==> config.mk <==
export PLATFORM = sky130hd
export DESIGN_NAME = mem_arbiter_flat
export DESIGN_NICKNAME = d
export VERILOG_FILES = /design/src/rtl/mem_arbiter_if.sv /design/src/rtl/mem_arbiter.sv /design/src/flat_wrapper.sv
export SDC_FILE = /design/constraint.sdc
export NUM_CORES = 1
export LEC_CHECK = 0
export ABC_CLOCK_PERIOD_IN_PS = 5100
export BUFFER_PORTS_ARGS = -buffer_cell sky130_fd_sc_hd__buf_2
export CORE_AREA = 2 2 131 133
export CTS_BUF_LIST = sky130_fd_sc_hd__clkbuf_8
export CTS_CLUSTER_SIZE = 30
export DETAILED_ROUTE_END_ITERATION = 6
export DIE_AREA = 0 0 133 135
export PLACE_DENSITY_LB_ADDON = 0.1
export SLEW_MARGIN = 20
export SYNTH_ARGS = -nofsm -noshare
export SYNTH_HDL_FRONTEND = slang
export SYNTH_SLANG_ARGS = --single-unit
==> constraint.sdc <==
create_clock -name clk -period 5.1 [get_ports clk]
set_clock_uncertainty 0.05 [all_clocks]
set_input_delay 0.51 -clock clk [delete_from_list [all_inputs] [get_ports clk]]
set_output_delay 0.51 -clock clk [all_outputs]
set_load 0.02 [all_outputs]
==> src/rtl/mem_arbiter_if.sv <==
// Requester, memory and performance signals shared between mem_arbiter and its environment.
interface mem_arbiter_if #(
  parameter int ADDR_W = 32
);
  logic              if_req;
  logic [ADDR_W-1:0] if_addr;
  logic [31:0]       if_rdata;
  logic              if_valid;
  logic              d_req;
  logic              d_we;
  logic [ADDR_W-1:0] d_addr;
  logic [31:0]       d_wdata;
  logic [3:0]        d_be;
  logic [31:0]       d_rdata;
  logic              d_valid;
  logic              mem_en;
  logic              mem_we;
  logic [ADDR_W-1:0] mem_addr;
  logic [31:0]       mem_wdata;
  logic [3:0]        mem_be;
  logic [31:0]       mem_rdata;
  logic              f_stall;
  logic              d_stall;
  logic [31:0]       perf_istall;
  logic [31:0]       perf_conflict;

  modport slave (
    input  if_req, if_addr, d_req, d_we, d_addr, d_wdata, d_be, mem_rdata,
    output if_rdata, if_valid, d_rdata, d_valid,
    output mem_en, mem_we, mem_addr, mem_wdata, mem_be,
    output f_stall, d_stall, perf_istall, perf_conflict
  );

  modport master (
    output if_req, if_addr, d_req, d_we, d_addr, d_wdata, d_be, mem_rdata,
    input  if_rdata, if_valid, d_rdata, d_valid,
    input  mem_en, mem_we, mem_addr, mem_wdata, mem_be,
    input  f_stall, d_stall, perf_istall, perf_conflict
  );
endinterface

==> src/rtl/mem_arbiter.sv <==
// Fetch/data arbiter for one single-port memory; data wins ties; optional counters under MEM_ARBITER_PERF_EN.
// Latency: issue in the request cycle when idle, completion pulse MEM_LAT cycles after issue.
// Backpressure: requesters hold req and see f_stall/d_stall until their completion cycle.
module mem_arbiter #(
  parameter int MEM_LAT = 2,
  parameter int ADDR_W  = 32
) (
  input logic         clk,
  input logic         reset,
  mem_arbiter_if.slave bus
);

  typedef enum logic [1:0] {IDLE, BUSY_I, BUSY_D} state_t;

  localparam logic [3:0] LAT = 4'(MEM_LAT);

  state_t            state, state_nxt;
  logic [3:0]        cnt, cnt_nxt;
  logic              d_we_q, d_we_nxt;
  logic              issue_i, issue_d;
  logic [ADDR_W-1:0] addr_mux;

  always_ff @(posedge clk or posedge reset) begin
    if (reset) begin
      state  <= IDLE;
      cnt    <= 4'd0;
      d_we_q <= 1'b0;
    end else begin
      state  <= state_nxt;
      cnt    <= cnt_nxt;
      d_we_q <= d_we_nxt;
    end
  end

  // The completing port is never re-granted in its own completion cycle.
  always_comb begin
    state_nxt    = state;
    cnt_nxt      = cnt;
    d_we_nxt     = d_we_q;
    issue_i      = 1'b0;
    issue_d      = 1'b0;
    bus.if_valid = 1'b0;
    bus.if_rdata = 32'd0;
    bus.d_valid  = 1'b0;
    bus.d_rdata  = 32'd0;
    if (!reset) begin
      case (state)
        IDLE: begin
          if (bus.d_req)       issue_d = 1'b1;
          else if (bus.if_req) issue_i = 1'b1;
        end
        BUSY_I: begin
          cnt_nxt = 4'(cnt + 4'd1);
          if (cnt == LAT) begin
            bus.if_valid = 1'b1;
            bus.if_rdata = bus.mem_rdata;
            state_nxt    = IDLE;
            cnt_nxt      = 4'd0;
            if (bus.d_req) issue_d = 1'b1;
          end
        end
        BUSY_D: begin
          cnt_nxt = 4'(cnt + 4'd1);
          if (cnt == LAT) begin
            bus.d_valid = 1'b1;
            bus.d_rdata = d_we_q ? 32'd0 : bus.mem_rdata;
            state_nxt   = IDLE;
            cnt_nxt     = 4'd0;
            if (bus.if_req) issue_i = 1'b1;
          end
        end
        default: state_nxt = IDLE;
      endcase
      if (issue_d) begin
        state_nxt = BUSY_D;
        cnt_nxt   = 4'd1;
        d_we_nxt  = bus.d_we;
      end
      if (issue_i) begin
        state_nxt = BUSY_I;
        cnt_nxt   = 4'd1;
      end
    end
  end

  always_comb begin
    addr_mux      = issue_d ? bus.d_addr : (issue_i ? bus.if_addr : '0);
    bus.mem_addr  = addr_mux;
    bus.mem_en    = issue_i | issue_d;
    bus.mem_we    = issue_d & bus.d_we;
    bus.mem_wdata = issue_d ? bus.d_wdata : 32'd0;
    bus.mem_be    = issue_d ? bus.d_be : 4'd0;
    bus.f_stall   = ~reset & bus.if_req & ~bus.if_valid;
    bus.d_stall   = ~reset & bus.d_req & ~bus.d_valid;
  end

`ifdef MEM_ARBITER_PERF_EN
  logic [31:0] istall_q, conflict_q;
  logic        fetch_owner;

  assign fetch_owner = issue_i | ((state == BUSY_I) & ~bus.if_valid);

  always_ff @(posedge clk or posedge reset) begin
    if (reset) begin
      istall_q   <= 32'd0;
      conflict_q <= 32'd0;
    end else begin
      if (bus.f_stall) istall_q <= istall_q + 32'd1;
      if (bus.if_req & bus.d_req & ~fetch_owner) conflict_q <= conflict_q + 32'd1;
    end
  end

  assign bus.perf_istall   = istall_q;
  assign bus.perf_conflict = conflict_q;
`else
  assign bus.perf_istall   = 32'd0;
  assign bus.perf_conflict = 32'd0;
`endif

endmodule

==> src/flat_wrapper.sv <==
// flat-port wrapper written by rule: the top's interface ports become plain ports
module mem_arbiter_flat 
#(
  parameter int MEM_LAT = 2,
  parameter int ADDR_W  = 32
)
  (clk, reset, bus_if_req, bus_if_addr, bus_d_req, bus_d_we, bus_d_addr, bus_d_wdata, bus_d_be, bus_mem_rdata, bus_if_rdata, bus_if_valid, bus_d_rdata, bus_d_valid, bus_mem_en, bus_mem_we, bus_mem_addr, bus_mem_wdata, bus_mem_be, bus_f_stall, bus_d_stall, bus_perf_istall, bus_perf_conflict);
  mem_arbiter_if #(.ADDR_W(ADDR_W)) bus_i ();
  input logic clk;
  input logic reset;
  input wire logic [$bits(bus_i.if_req)-1:0] bus_if_req;
  input wire logic [$bits(bus_i.if_addr)-1:0] bus_if_addr;
  input wire logic [$bits(bus_i.d_req)-1:0] bus_d_req;
  input wire logic [$bits(bus_i.d_we)-1:0] bus_d_we;
  input wire logic [$bits(bus_i.d_addr)-1:0] bus_d_addr;
  input wire logic [$bits(bus_i.d_wdata)-1:0] bus_d_wdata;
  input wire logic [$bits(bus_i.d_be)-1:0] bus_d_be;
  input wire logic [$bits(bus_i.mem_rdata)-1:0] bus_mem_rdata;
  output wire logic [$bits(bus_i.if_rdata)-1:0] bus_if_rdata;
  output wire logic [$bits(bus_i.if_valid)-1:0] bus_if_valid;
  output wire logic [$bits(bus_i.d_rdata)-1:0] bus_d_rdata;
  output wire logic [$bits(bus_i.d_valid)-1:0] bus_d_valid;
  output wire logic [$bits(bus_i.mem_en)-1:0] bus_mem_en;
  output wire logic [$bits(bus_i.mem_we)-1:0] bus_mem_we;
  output wire logic [$bits(bus_i.mem_addr)-1:0] bus_mem_addr;
  output wire logic [$bits(bus_i.mem_wdata)-1:0] bus_mem_wdata;
  output wire logic [$bits(bus_i.mem_be)-1:0] bus_mem_be;
  output wire logic [$bits(bus_i.f_stall)-1:0] bus_f_stall;
  output wire logic [$bits(bus_i.d_stall)-1:0] bus_d_stall;
  output wire logic [$bits(bus_i.perf_istall)-1:0] bus_perf_istall;
  output wire logic [$bits(bus_i.perf_conflict)-1:0] bus_perf_conflict;
  assign bus_i.if_req = bus_if_req;
  assign bus_i.if_addr = bus_if_addr;
  assign bus_i.d_req = bus_d_req;
  assign bus_i.d_we = bus_d_we;
  assign bus_i.d_addr = bus_d_addr;
  assign bus_i.d_wdata = bus_d_wdata;
  assign bus_i.d_be = bus_d_be;
  assign bus_i.mem_rdata = bus_mem_rdata;
  assign bus_if_rdata = bus_i.if_rdata;
  assign bus_if_valid = bus_i.if_valid;
  assign bus_d_rdata = bus_i.d_rdata;
  assign bus_d_valid = bus_i.d_valid;
  assign bus_mem_en = bus_i.mem_en;
  assign bus_mem_we = bus_i.mem_we;
  assign bus_mem_addr = bus_i.mem_addr;
  assign bus_mem_wdata = bus_i.mem_wdata;
  assign bus_mem_be = bus_i.mem_be;
  assign bus_f_stall = bus_i.f_stall;
  assign bus_d_stall = bus_i.d_stall;
  assign bus_perf_istall = bus_i.perf_istall;
  assign bus_perf_conflict = bus_i.perf_conflict;
  mem_arbiter #(.MEM_LAT(MEM_LAT), .ADDR_W(ADDR_W)) u_core (.clk(clk), .reset(reset), .bus(bus_i));
endmodule
==> impl_metrics.tcl, run 1 <==
set metrics [dict create \
    die_w_um 133 \
    gp_congestion 0.7555 \
    pre_cts_slack_ns 2.132 \
    fin_tns_setup_ns 0 \
    r2r_end "u_core.cnt[0]" \
    fin_ws_ns 1.879 \
    post_cts_buffers 0 \
    ys_seq_area_share_pct 8.269 \
    core_um2 16410 \
    final_cell_area_um2 3451 \
    peakVddDrop_uv 86.27 \
    cpMaxStageDelayCell "buf_4" \
    end_kind "primary output" \
    seq_area_um2 175.2 \
    synth_cell_types 42 \
    ant_nets 0 \
    synth_seq_cells 7 \
    fin_nets 676 \
    synthFlopType "dfrtp_1" \
    worstReg2RegStart "u_core.cnt[0]" \
    drc 0 \
    hold_viol_final 0 \
    fin_cells 753 \
    die_h_um 135 \
    overflow 0 \
    ys.warnings.count 0 \
    yosysTopAreaCell "and2_1" \
    status "finished clean" \
    start_util_pct 12.91 \
    synthCells 273 \
    antenna_found_initial 0 \
    synth_area_um2 2118 \
    vias 2654 \
    clock-root-buffer "clkbuf_8" \
    clk_pin_slew_ns 0.04 \
    crit_required_ns 4.54 \
    grt_max_degree 68 \
    drive_above_1_share_pct 54.41 \
    ys_async_sr_fraction_pct 100.0 \
    clk_path_buf_depth 2 \
    multi_input_area_um2 1550 \
    drv_slew 0 \
    fin_crit_sh_pct 63.17 \
    dp_hpwl_um 7547 \
    ys_top_cells_by_count "and2_1 (101), buf_4 (64), a22o_1 (30)" \
    place_area_um2 3406 \
    total_power_uw 821.9 \
    p_leak_nw 2.197 \
    h-tree-depth 1 \
    holdWs_ns 0.2840 \
    synth_top_area_share_pct 29.83 \
    grt_setup_unrepaired "no" \
    power.density_nw_per_um2 238.2 \
    crit_arrival_ns 2.66 \
    setup_viol_count_final 0 \
    drtIter0Drc 66 \
    cts_resized 0 \
    critPathTopFamily "buffers and inverters" \
    cts_tree "done" \
    worstMarginPinSlew_ns 0.9093 \
    syn2layout_area_growth_pct 62.91 \
    maxCapViolations 0 \
    grt_usage_pct 8.215 \
    cts_buffers 3 \
    clk_latency_ns 0.23 \
    crit_buf_inv 3 \
    utilization_pct 21.03 \
    crit_chain "inv_1 > ha_1 > nor4bb_4 > o21ai_4 > nor2_4 > buf_4 > a22o_1 > buf_2" \
    synth.avg_cell_area_um2 7.759 \
    rrSetupSlack_ns 3.05 \
    hold_buffers 0 \
    antenna_cells 0 \
    max_freq_mhz 310.4 \
    yosys-top-cells-area "and2_1 (30%), buf_4 (23%), a22o_1 (12%), dfrtp_1 (8.3%), ha_1 (3.0%)" \
    synth_most_common_cell "and2_1" \
    pin_count 339 \
    synth_edf_count 0 \
    hold_class "in2async" \
    worst_r2r_path_depth 6 \
    slew_headroom_pct 39.38 \
    die-area_um2 17960 \
    port_buffers 274 \
    fin_crit_ns 3.221 \
    n_fill_cell 1888 \
    grt_pass1_wl_um 12100 \
    drt_wl_total_um 8665 \
    row_count 47 \
    viasPerCell 3.525 \
    crit_fanout 67 \
    start_kind "register" \
    cts.sinks 7 \
    critPathKind "reg2out" \
    critPathMaxStageDelay_ns 0.50 \
    dr.pass1.iters 4 \
    dp_cells 749 \
    avgRoutedWirePerCell_um 11.51 \
    grt_pass1_vias 2421 \
]
registers in the layout, summed over array words and instances, names as in the netlist:
register	count
u_core.cnt	4
u_core.d_we_q	1
u_core.state	2
power breakdown:
| group | internal (mW) | total, mW | switching (mW) |
|---|---|---|---|
| logic | 0.245 | 0.635 | 0.390 |
| clock network | 0.0524 | 0.0802 | 0.0278 |
| registers | 0.0805 | 0.107 | 0.0267 |
metal layers:
metal,global-route usage (%),wire length (µm),vias to the layer above
li1,-,-,1299
met1,7.884,2865,1151
met2,17.65,4881,199
met3,1.727,862,5
met4,1.613,55,0
met5,0,0,-
final cells by class:
type	count	share of cell area, %
Sequential cell	7	5.076
Clock inverter	1	0.1088
Tap cell	220	7.977
Inverter	7	0.7614
Timing Repair Buffer	275	39.96
Clock buffer	3	1.197
Multi-Input combinational cell	240	44.92
worst max path at each step:
stage,cells after the start,to,from,slack (ns)
2_1_floorplan,6,bus_d_rdata[10],reset,2.73
3_3_place_gp,8,bus_mem_wdata[28],u_core.cnt[0],2.14
3_5_place_dp,8,bus_mem_addr[28],u_core.cnt[0],2.13
4_1_cts,8,bus_mem_addr[30],u_core.cnt[0],1.87
5_1_grt,8,bus_mem_addr[16],u_core.cnt[0],1.65
6_report,8,bus_mem_addr[30],u_core.cnt[0],1.88
cell families after synthesis:
kind of cell / Yosys count / share of synthesized area [%]
compound gates: 48 / 20.02
fa+ha+maj: 5 / 2.953
buf+inv: 89 / 29.71
flops: 7 / 8.269
mux: 3 / 1.595
other cells: 1 / 0.1770
simple gates: 120 / 37.27
placed cells by master, fill, tap and decap left out, types with 3 or more instances in the layout:
cell	count
inv_1	8
a22o_1	30
conb_1	64
clkbuf_8	3
ha_1	5
dfrtp_1	7
o2bb2ai_1	3
and2_1	101
buf_2	274
and3_1	3
No activity file was read; power rests on OpenSTA's default activity.
==> inputs of run 2 (changes only) <==
ABC_CLOCK_PERIOD_IN_PS = 3000   (was 5100)
clock period = 3 ns   (was 5.1 ns; I/O delays follow)
==> impl_metrics.tcl, run 2 (synthesis results as in run 1) <==
set metrics [dict create \
    status "finished clean" \
    avgRoutedWirePerCell_um 11.36 \
    clk_path_buf_depth 2 \
    grt_pass1_vias 2393 \
    gp_congestion 0.7386 \
    critPathKind "reg2out" \
    cts_tree "done" \
    power.density_nw_per_um2 400.4 \
    drv_slew 0 \
    overflow 0 \
    regMostFlops "u_core.cnt" \
    min-delay-start "bus_d_we" \
    grt_pass1_wl_um 11980 \
    fin_tns_setup_ns 0 \
    min_delay_path_depth 2 \
    clock-root-buffer "clkbuf_8" \
    rrSetupSlack_ns 1.03 \
    drive_above_1_share_pct 54.65 \
    utilization_pct 21.35 \
    drtIter0Drc 48 \
    dr.pass1.iters 4 \
    start_kind "register" \
    end_kind "primary output" \
    grt_max_degree 67 \
    die_w_um 133 \
    cts_buffers 3 \
    vias 2657 \
    fin_nets 681 \
    final_cell_mix "buf_2 (274), and2_1 (101), conb_1 (64), a22o_1 (30), inv_1 (8)" \
    grt_usage_pct 8.123 \
    largest_reg_flops 4 \
    viasPerCell 3.505 \
    min_to "u_core.d_we_q" \
    worstReg2RegStart "u_core.cnt[0]" \
    antenna_found_initial 0 \
    fin_crit_sh_pct 88.71 \
    crit_fanout 66 \
    drc 0 \
    crit_arrival_ns 2.31 \
    core_um2 16410 \
    die-area_um2 17960 \
    maxCapViolations 0 \
    cts_resized 0 \
    setup_viol_count_final 0 \
    hold_viol_final 0 \
    layout_commonest_cell "buf_2" \
    top_regs "u_core.cnt: 4 flops, u_core.state: 2 flops, u_core.d_we_q: 1 flops" \
    grt_setup_unrepaired "no" \
    post_cts_buffers 0 \
    p_leak_nw 2.225 \
    die_h_um 135 \
    r2r_end "u_core.cnt[1]" \
    antenna_cells 0 \
    max_freq_mhz 375.8 \
    dp_hpwl_um 7524 \
    crit_required_ns 2.65 \
    port_buffers 274 \
    syn2layout_area_growth_pct 65.39 \
    start_util_pct 12.91 \
    cts.sinks 7 \
    ant_nets 0 \
    peakVddDrop_uv 192.9 \
    hold_class "in2reg" \
    clk_latency_ns 0.23 \
    clk_pin_slew_ns 0.04 \
    drt_wl_total_um 8609 \
    worst_r2r_path_depth 6 \
    pin_count 339 \
    h-tree-depth 1 \
    fin_crit_ns 2.661 \
    row_count 47 \
]
==> run 2: cell count changes in the layout (fill, tap and decap cells not counted), sizes merged <==
cell / delta
dlygate4sd3: +1
buf: +4
==> run 2: critical path, stage by stage (launching register included) <==
cell,delay (ns)
dfrtp_1,0.41
inv_1,0.07
ha_1,0.19
nor4bb_4,0.40
o21ai_4,0.15
nor2_4,0.22
buf_12,0.27
and2_1,0.18
buf_2,0.16
==> run 2: worst max path at each step <==
| stage | cells after the start | end | start |
|---|---|---|---|
| after floorplan | 7 | bus_d_rdata[10] | u_core.cnt[0] |
| after global placement | 8 | bus_mem_addr[10] | u_core.cnt[0] |
| after detailed placement | 8 | bus_mem_addr[7] | u_core.cnt[0] |
| after CTS | 8 | bus_mem_addr[4] | u_core.cnt[0] |
| after global routing | 8 | bus_mem_wdata[20] | u_core.cnt[0] |
| final | 8 | bus_mem_wdata[30] | u_core.cnt[0] |
==> run 2: final cells by class <==
type	instances	area, µm²
Fill cell	1838	12900
Multi-Input combinational cell	240	1550
Timing Repair Buffer	280	1431
Tap cell	220	275.3
Sequential cell	7	175.2
Clock buffer	3	41.29
Inverter	7	26.28
Clock inverter	1	3.754
==> run 2: layer usage <==
| metal | vias up | track usage [%] | share of wire, % |
|---|---|---|---|
| li1 | 1309 | - | - |
| met1 | 1145 | 7.755 | 33 |
| met4 | 0 | 1.254 | 0.48 |
| met3 | 4 | 1.201 | 9.3 |
| met2 | 199 | 18.05 | 57 |
| met5 | - | 0 | 0 |
==> run 2: repair_timing <==
item	CTS	global route
endpoints found under the hold margin	1	0
hold buffers	1	0
endpoints found under the setup margin	0	0
==> run 2: metrics by stage <==
stage | power (mW) | hold slack (ns) | instance area, µm² | std cells | setup slack [ns]
5_1_grt | 1.515 | 0.3027 | 3503 | 758 | 0.1641
3_5_place_dp | 1.278 | 0.2233 | 3448 | 753 | 0.5903
3_3_place_gp | 1.297 | 0.2316 | 3448 | 753 | 0.6126
4_1_cts | 1.417 | 0.2934 | 3503 | 758 | 0.3208
2_1_floorplan | 1.008 | 0.2525 | 2355 | 336 | 0.9016
6_report | 1.403 | 0.2796 | 3503 | 758 | 0.3387
==> run 2: report_power, final <==
group | internal (mW) | leakage, nW | total (mW) | switching, mW
registers | 0.137 | 0.0885 | 0.183 | 0.0462
clock network | 0.0888 | 0.0269 | 0.134 | 0.0452
logic | 0.430 | 2.11 | 1.09 | 0.656
==> inputs of run 3 (changes only) <==
BUFFER_PORTS_ARGS = default   (was -buffer_cell sky130_fd_sc_hd__buf_2)
DONT_BUFFER_PORTS = 1   (was default)
==> impl_metrics.tcl, run 3 (synthesis results as in run 1) <==
set metrics [dict create \
    status "finished clean" \
    final_cell_mix "and2_1 (101), conb_1 (64), a22o_1 (30), inv_1 (8), dfrtp_1 (7)" \
    power.density_nw_per_um2 549.7 \
    comb_power_share_pct 72.7 \
    switching_power_uw 683.1 \
    cts_buffers 3 \
    antenna_found_initial 4 \
    die_h_um 135 \
    hold_viol_final 0 \
    layout_commonest_cell "and2_1" \
    clock-root-buffer "clkbuf_8" \
    die_w_um 133 \
    fin_nets 407 \
    pin_count 339 \
    drc 0 \
    drtIter0Drc 43 \
    post_cts_buffers 0 \
    port_buffers 0 \
    hold_buffers 1 \
    gp_congestion 0.8496 \
    start_kind "register" \
    peakVddDrop_uv 181.4 \
    crit_arrival_ns 2.33 \
    clk_path_buf_depth 2 \
    cts_tree "done" \
    grt_usage_pct 6.087 \
    syn2layout_area_growth_pct 1.122 \
    p_leak_nw 0.9388 \
    drive_above_1_share_pct 7.576 \
    fin_crit_sh_pct 89.42 \
    regMostFlops "u_core.cnt" \
    setup_viol_count_final 0 \
    end_kind "primary output" \
    drv_slew 0 \
    grt_pass1_wl_um 8583 \
    cts.sinks 7 \
    drt_wl_total_um 6865 \
    top_regs "u_core.cnt: 4 flops, u_core.state: 2 flops, u_core.d_we_q: 1 flops" \
    dp_hpwl_um 6084 \
    max_freq_mhz 372.8 \
    grt_pass1_vias 1614 \
    pwr-share-seq_pct 15.7 \
    row_count 47 \
    multi_input_area_um2 1550 \
    p_sw_share_pct 58.01 \
    core_um2 16410 \
    p_clk_share_pct 11.6 \
    crit_required_ns 2.65 \
    slew_headroom_pct 65.69 \
    critPathKind "reg2out" \
    die-area_um2 17960 \
    avgRoutedWirePerCell_um 14.07 \
    grt_setup_unrepaired "no" \
    vias 1781 \
    worstMarginPinSlew_ns 0.5162 \
    hold_class "in2reg" \
    cts_resized 0 \
    crit_fanout 32 \
    viasPerCell 3.650 \
    clk_latency_ns 0.23 \
    dr.pass1.iters 4 \
    start_util_pct 12.91 \
    fin_crit_ns 2.683 \
    grt_max_degree 72 \
    ant_nets 0 \
    maxCapViolations 0 \
    total_power_mw 1.177 \
    seq_area_um2 175.2 \
    fin_tns_setup_ns 0 \
    n_fill_cell 1912 \
    h-tree-depth 1 \
    clk_pin_slew_ns 0.05 \
    overflow 0 \
    largest_reg_flops 4 \
    p_int_uw 494.4 \
]
-- run 3: cell types whose count changed in the layout (fill, tap and decap cells not counted) --
cell and delta:
buf_2 -274, diode_2 +4
-- run 3: power groups by stage --
stage	clock network (mW)	logic (mW)	registers [mW]
after CTS	0.138	0.864	0.186
after floorplan	0	0.836	0.172
after global routing	0.145	0.926	0.193
final	0.137	0.857	0.184
after global placement	0	0.874	0.188
after detailed placement	0	0.858	0.187
-- run 3: final timing paths --
kind	from	slack, ns	depth (start not counted)	endpoint
setup / recovery	u_core.cnt[0]	0.32	7	bus_d_rdata[18]
hold / removal	bus_d_we	0.18	1	u_core.d_we_q
setup reg to reg	u_core.cnt[0]	0.84	7	u_core.d_we_q
hold reg to reg	u_core.d_we_q	0.45	1	u_core.d_we_q
max in group asynchronous	reset	2.31	3	u_core.d_we_q
min in group asynchronous	reset	0.45	3	u_core.cnt[0]
-- run 3: cell type report --
cell class                 instances  share of cell area, %
timing repair buffer               6                  2.804
tap                              220                  12.85
clock inverter                     1                 0.1752
sequential                         7                  8.178
multi-input combinational        240                  72.37
antenna                            4                 0.4673
clock buffer                       3                  1.928
inverter                           7                  1.227
-- run 3: metal layers --
| metal | track usage (%) | vias up | wire (µm) |
|---|---|---|---|
| met2 | 12.87 | 193 | 3900 |
| met5 | 0 | - | 0 |
| li1 | - | 761 | - |
| met3 | 0.5255 | 14 | 667 |
| met4 | 3.704 | 0 | 273 |
| met1 | 5.506 | 813 | 2024 |
-- run 3: critical path: stages, from the launching register on --
cell and delay, ns:
dfrtp_1 0.42, inv_1 0.08, ha_1 0.20, nor3b_2 0.30, and3_1 0.36, and2b_1 0.16, buf_4 0.25, and2_1 0.31
-- run 3: stage by stage --
stage / instance area (µm²) / hold slack (ns) / util, % / instances / setup WS, ns
after detailed placement: 2077 / 0.1340 / 12.66 / 479 / 0.5436
after global placement: 2077 / 0.1410 / 12.66 / 479 / 0.5493
after floorplan: 2355 / 0.2525 / - / 336 / 0.9016
after global routing: 2142 / 0.1712 / 13.06 / 488 / 0.1995
final: 2142 / 0.1750 / 13.06 / 488 / 0.3174
after CTS: 2132 / 0.1751 / 12.99 / 484 / 0.2794
